===== config.mk =====
export PLATFORM = sky130hd
export DESIGN_NAME = rv32_alu_sequencer
export DESIGN_NICKNAME = d
export VERILOG_FILES = /design/src/rtl/rv32_alu_sequencer.sv
export SDC_FILE = /design/constraint.sdc
export NUM_CORES = 1
export LEC_CHECK = 0
export BUFFER_PORTS_ARGS = -buffer_cell sky130_fd_sc_hd__buf_2
export CAP_MARGIN = 20
export CELL_PAD_IN_SITES_DETAIL_PLACEMENT = 1
export CELL_PAD_IN_SITES_GLOBAL_PLACEMENT = 2
export CORE_ASPECT_RATIO = 1.4
export CORE_UTILIZATION = 30
export CTS_CLUSTER_DIAMETER = 100
export DETAILED_ROUTE_END_ITERATION = 8
export PLACE_DENSITY_LB_ADDON = 0.1
export SLEW_MARGIN = 20
export SYNTH_ARGS = -nofsm -noshare
export SYNTH_HDL_FRONTEND = slang
export SYNTH_SLANG_ARGS = --single-unit

===== constraint.sdc =====
create_clock -name i_clk -period 6 [get_ports i_clk]
set_input_delay 1.2 -clock i_clk [delete_from_list [all_inputs] [get_ports i_clk]]
set_output_delay 1.2 -clock i_clk [all_outputs]
set_load 0.03 [all_outputs]

===== src/rtl/rv32_alu_sequencer.sv =====
// Two-pass 32-bit ALU sequencer driving a shared 16-bit add/logic unit.
// Low half first, then high half with the registered carry; result returned over valid/ready.
module rv32_alu_sequencer #(
    parameter int XLEN = 32,
    parameter int HALF = 16
) (
    input  logic            i_clk,
    input  logic            i_rst,
    input  logic            i_valid,
    output logic            o_ready,
    input  logic [2:0]      i_op,
    input  logic [XLEN-1:0] i_rs1,
    input  logic [XLEN-1:0] i_rs2,
    output logic            o_valid,
    input  logic            i_ready,
    output logic [XLEN-1:0] o_result,
    output logic            o_busy,
    output logic [HALF-1:0] o_au_operand_one,
    output logic [HALF-1:0] o_au_operand_two,
    output logic            o_au_c_in,
    output logic [1:0]      o_au_sel,
    input  logic [HALF-1:0] i_au_result,
    input  logic            i_au_carry_out,
    output logic [1:0]      o_dbg_state
);
    if (XLEN != 2 * HALF) begin : g_width_check
        $error("XLEN must equal 2*HALF");
    end

    // Handshake: a request transfers on a rising edge where i_valid & o_ready;
    // a result transfers on a rising edge where o_valid & i_ready.
    typedef enum logic [1:0] {ST_IDLE = 2'd0, ST_LO = 2'd1, ST_HI = 2'd2, ST_DONE = 2'd3} state_t;

    localparam logic [2:0] OP_SUB  = 3'b001;
    localparam logic [2:0] OP_OR   = 3'b010;
    localparam logic [2:0] OP_AND  = 3'b011;
    localparam logic [2:0] OP_XOR  = 3'b100;
    localparam logic [2:0] OP_SLT  = 3'b101;
    localparam logic [2:0] OP_SLTU = 3'b110;
    localparam logic [2:0] OP_RSVD = 3'b111;

    state_t            state_q, state_d;
    logic [2:0]        op_q, op_d;
    logic [XLEN-1:0]   a_q, a_d;
    logic [XLEN-1:0]   b_q, b_d;
    logic              carry_q, carry_d;
    logic [HALF-1:0]   res_lo_q, res_lo_d;
    logic [XLEN-1:0]   result_q, result_d;

    function automatic logic is_sub(input logic [2:0] op);
        return (op == OP_SUB) || (op == OP_SLT) || (op == OP_SLTU);
    endfunction

    function automatic logic is_logic(input logic [2:0] op);
        return (op == OP_OR) || (op == OP_AND) || (op == OP_XOR);
    endfunction

    function automatic logic [1:0] sel_of(input logic [2:0] op);
        case (op)
            OP_OR:   return 2'b01;
            OP_AND:  return 2'b10;
            OP_XOR:  return 2'b11;
            default: return 2'b00;
        endcase
    endfunction

    logic sum31, ovf;

    always_comb begin
        state_d          = state_q;
        op_d             = op_q;
        a_d              = a_q;
        b_d              = b_q;
        carry_d          = carry_q;
        res_lo_d         = res_lo_q;
        result_d         = result_q;
        o_au_operand_one = '0;
        o_au_operand_two = '0;
        o_au_c_in        = 1'b0;
        o_au_sel         = 2'b00;
        sum31            = i_au_result[HALF-1];
        ovf              = (a_q[XLEN-1] == b_q[XLEN-1]) && (sum31 != a_q[XLEN-1]);

        case (state_q)
            ST_IDLE: begin
                if (i_valid) begin
                    op_d    = i_op;
                    a_d     = i_rs1;
                    b_d     = is_sub(i_op) ? ~i_rs2 : i_rs2;
                    state_d = ST_LO;
                end
            end
            ST_LO: begin
                o_au_operand_one = a_q[HALF-1:0];
                o_au_operand_two = b_q[HALF-1:0];
                o_au_c_in        = is_sub(op_q);
                o_au_sel         = sel_of(op_q);
                res_lo_d         = i_au_result;
                // Logic ops never chain, so their high pass always sees c_in=0.
                carry_d          = i_au_carry_out & ~is_logic(op_q);
                state_d          = ST_HI;
            end
            ST_HI: begin
                o_au_operand_one = a_q[XLEN-1:HALF];
                o_au_operand_two = b_q[XLEN-1:HALF];
                o_au_c_in        = carry_q;
                o_au_sel         = sel_of(op_q);
                case (op_q)
                    OP_SLTU: result_d = {{(XLEN-1){1'b0}}, ~i_au_carry_out};
                    OP_SLT:  result_d = {{(XLEN-1){1'b0}}, sum31 ^ ovf};
                    OP_RSVD: result_d = '0;
                    default: result_d = {i_au_result, res_lo_q};
                endcase
                state_d = ST_DONE;
            end
            ST_DONE: begin
                if (i_ready) begin
                    state_d = ST_IDLE;
                end
            end
            default: state_d = ST_IDLE;
        endcase
    end

    always_ff @(posedge i_clk or posedge i_rst) begin
        if (i_rst) begin
            state_q  <= ST_IDLE;
            op_q     <= '0;
            a_q      <= '0;
            b_q      <= '0;
            carry_q  <= 1'b0;
            res_lo_q <= '0;
            result_q <= '0;
        end else begin
            state_q  <= state_d;
            op_q     <= op_d;
            a_q      <= a_d;
            b_q      <= b_d;
            carry_q  <= carry_d;
            res_lo_q <= res_lo_d;
            result_q <= result_d;
        end
    end

    assign o_ready     = (state_q == ST_IDLE);
    assign o_busy      = (state_q != ST_IDLE);
    assign o_valid     = (state_q == ST_DONE);
    assign o_result    = result_q;
    assign o_dbg_state = state_q;

endmodule


==> out/qor.yml, run 1 <==
layout:
  drive_gt1_frac: 0.357
  nets: 680
  fillerInstances: 2012
  multi_input_area_mm2: 0.00231
  final_cells: 843
  ff_latch_area_mm2: 0.00295
  area_growth_pct: 28.4
setup_path:
  crit_chain: "inv_1 > ha_2 > buf_4 > a22oi_1 > nor2b_1 > buf_2"
  critPathSlowestCell: "ha_2"
  crit_arrival_ns: 2.57
  end_kind: "output pin"
  crit_buf_inv: 3
  r2r_slack_ns: 3.62
  cp-start-kind: "flip-flop"
  r2r-start: "o_dbg_state[0]"
  path_class: "reg -> out"
  critPathTopFamily: "buffers and inverters"
  crit_fanout: 33
  required_ns: 4.80
  startpoint: "o_dbg_state[1]"
  critPathMaxStageDelay_ns: 0.52
logic_synthesis:
  synthTopCellsByArea: "dfrtp_1 54%, mux2_1 7.4%, a221o_1 5.8%"
  synth.top_cell.area_share: 0.536
  synthFlopType: "dfrtp_1"
  ys_ff_latch: 118
  synth_top_area_cell: "dfrtp_1"
  syn_nets: 544
  syn_area_per_cell_um2: 12.2
  synth_common_cells: "118 x dfrtp_1, 36 x mux2_1, 34 x nor2b_1"
  synth.most_common_cell: "dfrtp_1"
  yosysWarnings: 0
  synth_cell_types: 29
  yosysSeqAreaShare: 0.536
  async_reset_ff_frac: 1.00
  synth-edff-count: 0
  netlist_instances: 452
  syn_area_mm2: 0.00551
global_routing:
  antenna_found_initial: 4
  overflow: 0
  grt_pass1_vias: 4742
  grt_usage: 0.185
  grt_pass1_wl_mm: 26.5
  grt_max_degree: 100
detailed_routing:
  dr.first_iter.drc_count: 229
  wire_per_inst_um: 19.3
  routed-via-count: 4379
  drcViolationCount: 0
  routed_wl_mm: 16.3
  ant_nets: 0
  drt_first_pass_iters: 4
  vias_per_cell: 5.19
placed_design:
  dp.cells: 808
  hpwlAfterDp_mm: 10.5
  port_buffers: 159
  gp_congestion: 0.709
die:
  ios: 160
  floorplan.initialDensity: 0.306
  die_h_um: 162
  die_w_um: 117
  core_area_mm2: 0.0180
  design.die.area_mm2: 0.0189
  rows: 58
power_and_ir_drop:
  power_density_mw_per_mm2: 622
  p_leak_uw: 0.00334
  ir_worst_vdd_mv: 0.197
clocking:
  numClockSinks: 118
  path_clk_slew_ns: 0.05
  insertion_delay_ns: 0.41
  post_cts_resized: 0
  htree_levels: 4
  clock_path_buffers: 2
  post-cts-setup-buffers: 0
  tritoncts: "done"
  hold_buffers: 0
  cts_made_buffers: 17
  clock-root-buffer: "clkbuf_16"
timing:
  hold_violations: 0
  grt_setup_unrepaired: "no"
  final_max_slew_viol_count: 0
  post-route-period-util: 0.629
  tns_ns: 0
  max_clock_freq_mhz: 265
  fin_crit_ns: 3.77
  slew_headroom: 0.378
  max_slew.worst_pin.slew_ns: 0.933
  fin_skew_ns: 0.00805
  setup_violations: 0
min_path:
  hp-start: "res_lo_q[11]"
  hold_class: "reg -> reg"
run_status:
  status: "completed"
run:
  drv_cap: 0
placed cells by master (no fill, tap or decap), types with 3 or more instances in the layout:
cell type / netlist / routed
a21oi_1: 4 / 4
a22oi_1: 32 / 32
diode_2: 0 / 4
inv_1: 10 / 9
nor2b_1: 34 / 34
clkbuf_1: 32 / 3
nand2b_1: 4 / 4
a211oi_1: 32 / 32
and3_1: 32 / 32
clkbuf_16: 0 / 17
buf_4: 0 / 6
dfrtp_1: 118 / 118
mux2_1: 36 / 36
buf_2: 13 / 159
bufinv_16: 0 / 4
mux2_2: 15 / 15
ha_2: 0 / 3
a221o_1: 32 / 32
clkinvlp_4: 0 / 3
a22o_1: 32 / 32
metal layers:
layer,vias to the layer above,share of wire,GRT usage
met5,-,0,0
met4,0,0.014,0.0673
met3,17,0.044,0.0476
met2,112,0.52,0.312
met1,2255,0.42,0.223
li1,1995,-,-
kinds of logic (layout without fill, tap and decap cells):
kind of cell,count (synthesis),in the layout,share of synthesized area
flip-flops,118,118,0.536
other,0,4,0
multiplexers,52,52,0.106
AND/OR/NAND/NOR,78,78,0.0883
AO/OA/AOI/OAI,140,140,0.210
adder cells (fa/ha/maj),5,5,0.0109
buffers and inverters,59,206,0.0486
layout make-up:
type,instances,area share
sequential,118,0.417
multi-input combinational,275,0.327
timing repair buffer,166,0.121
clock buffer,21,0.0637
tap,240,0.0425
clock inverter,9,0.0216
inverter,10,0.00566
antenna,4,0.00142
power breakdown:
part | total, uW | switching [uW] | internal (uW)
combinational | 1940 | 1170 | 766
clock | 1060 | 356 | 699
sequential | 1400 | 225 | 1180
total | 4400 | 1760 | 2640
sequential cells by signal (all words and copies together) (netlist names):
register	flops
op_q	3
res_lo_q	16
carry_q	1
a_q	32
o_result	32
b_q	32
o_dbg_state	2
worst reg2reg max path, delay by kind of cell (launching register included):
| family | cells | cell delay (ns) |
|---|---|---|
| buffers and inverters | 3 | 0.87 |
| AO/OA/AOI/OAI | 1 | 0.25 |
| flip-flops | 1 | 0.42 |
| adder cells (fa/ha/maj) | 1 | 0.73 |
worst paths after layout:
path | to | cells after the start
max | o_au_operand_one[11] | 6
min | o_result[11] | 1
max reg2reg | o_result[9] | 5
min reg2reg | o_result[11] | 1
max in group asynchronous | o_result[0] | 3
min in group asynchronous | o_result[18] | 2
metrics by stage:
stage / hold slack (ns) / cell area (um^2) / setup slack, ns / util / total power, uW
3_5_place_dp: 0.475 / 6430 / 2.58 / 0.357 / 3390
5_1_grt: 0.501 / 7070 / 2.03 / 0.393 / 4710
2_1_floorplan: 0.459 / 5510 / 1.67 / - / 2810
4_1_cts: 0.487 / 7040 / 2.11 / 0.391 / 4460
6_report: 0.486 / 7070 / 2.23 / 0.393 / 4400
3_3_place_gp: 0.466 / 6430 / 2.61 / 0.357 / 3320
No activity file was read; power rests on OpenSTA's default activity.
==> inputs of run 2 (changes only) <==
==> constraint.sdc (replaced) <==
create_clock -name i_clk -period 3.65 [get_ports i_clk]
set_input_delay 0.73 -clock i_clk [delete_from_list [all_inputs] [get_ports i_clk]]
set_output_delay 0.73 -clock i_clk [all_outputs]
set_load 0.03 [all_outputs]
==> out/qor.yml, run 2 (synthesized netlist as in run 1, its figures left out) <==
power_and_ir_drop:
  power_density_mw_per_mm2: 1020
  total_power_uw: 7290
  ir_worst_vdd_mv: 0.284
  p_leak_uw: 0.00338
clocking:
  numClockSinks: 118
  clock_path_buffers: 2
  hold_buffers: 0
  htree_levels: 4
  path_clk_slew_ns: 0.06
  cts_made_buffers: 17
  insertion_delay_ns: 0.42
  post-cts-setup-buffers: 0
  tritoncts: "done"
  clock-root-buffer: "clkbuf_16"
  post_cts_resized: 0
detailed_routing:
  routed_wl_mm: 16.3
  vias_per_cell: 5.16
  routed-via-count: 4385
  ant_nets: 0
  wire_per_inst_um: 19.2
  drt_first_pass_iters: 4
  dr.first_iter.drc_count: 187
  drcViolationCount: 0
global_routing:
  grt_usage: 0.183
  antenna_found_initial: 4
  overflow: 0
  grt_max_degree: 119
  grt_pass1_wl_mm: 26.0
  grt_pass1_vias: 4659
setup_path:
  rr_worst_depth: 4
  crit_end: "o_au_operand_one[11]"
  cp-start-kind: "flip-flop"
  r2r-start: "o_dbg_state[0]"
  path_class: "reg -> out"
  required_ns: 2.92
  end_kind: "output pin"
  reg2reg_to: "o_result[9]"
  startpoint: "o_dbg_state[1]"
  crit_fanout: 17
  crit_arrival_ns: 2.17
  r2r_slack_ns: 1.34
timing:
  slew_headroom: 0.336
  hold_violations: 0
  tns_ns: 0
  finalWorstSetupSlack_ns: 0.748
  max_clock_freq_mhz: 345
  max_slew.worst_pin.slew_ns: 0.990
  fin_crit_ns: 2.90
  fin_skew_ns: 0.00877
  grt_setup_unrepaired: "no"
  final_max_slew_viol_count: 0
  post-route-period-util: 0.795
  setup_violations: 0
  hold_ws_ns: 0.434
die:
  rows: 58
  design.die.area_mm2: 0.0189
  floorplan.initialDensity: 0.306
  core_area_mm2: 0.0180
  die_h_um: 162
  die_w_um: 117
  ios: 160
placed_design:
  dp.cells: 815
  hpwlAfterDp_mm: 10.5
  gp_congestion: 0.683
  dp_slack_ns: 0.841
  port_buffers: 159
layout:
  drive_gt1_frac: 0.364
  area_growth_pct: 29.5
  nets: 686
  layout_common_cells: "159 x buf_2, 118 x dfrtp_1, 36 x mux2_1"
  mostFrequentLayoutCell: "buf_2"
  final_cells: 850
min_path:
  hold_class: "in -> async"
run:
  drv_cap: 0
run_status:
  status: "completed"
run 2: cell count changes in the layout (fill, tap and decap cells not counted), sizes merged:
cell | previous run | this run
clkinv | 2 | 6
clkbuf | 21 | 20
buf | 166 | 172
diode | 4 | 3
inv | 10 | 9
run 2: stage by stage:
stage	utilization	area, um^2
floorplan	-	5510
global placement	0.362	6510
detailed placement	0.362	6510
CTS	0.396	7120
global route	0.396	7130
finish	0.396	7130
run 2: metal layers:
metal / GRT usage / wire length, um
met1: 0.223 / 6960
met2: 0.307 / 8400
met3: 0.0491 / 781
met4: 0.0650 / 188
met5: 0 / 0
run 2: worst max-delay path, cell delays in order (launching register included):
cell and delay [ns]:
dfrtp_1 0.42, inv_1 0.10, ha_2 0.46, buf_4 0.31
a22oi_1 0.13, nor2b_1 0.12, buf_2 0.20
run 2: layout make-up:
type	count	area (um^2)
clock inverter	12	176
inverter	10	41.3
multi-input combinational	275	2300
clock buffer	20	437
timing repair buffer	172	918
fill	2020	10900
antenna	3	7.51
tap	240	300
sequential	118	2950
run 2: worst min path at each step:
stage | to | cells after the start | from | slack (ns)
CTS | o_result[4] | 1 | res_lo_q[4] | 0.48
finish | o_result[17] | 3 | i_rst | 0.43
floorplan | o_result[9] | 1 | res_lo_q[9] | 0.46
detailed placement | o_result[4] | 1 | res_lo_q[4] | 0.48
global placement | o_result[10] | 1 | res_lo_q[10] | 0.47
global route | o_result[4] | 1 | res_lo_q[4] | 0.49
run 2: where the power goes:
part | total (uW) | leakage, uW | switching [uW] | internal, uW
Sequential | 2310 | 0.00145 | 370 | 1940
Clock | 1760 | 0.000294 | 615 | 1140
Combinational | 3230 | 0.00164 | 1930 | 1300
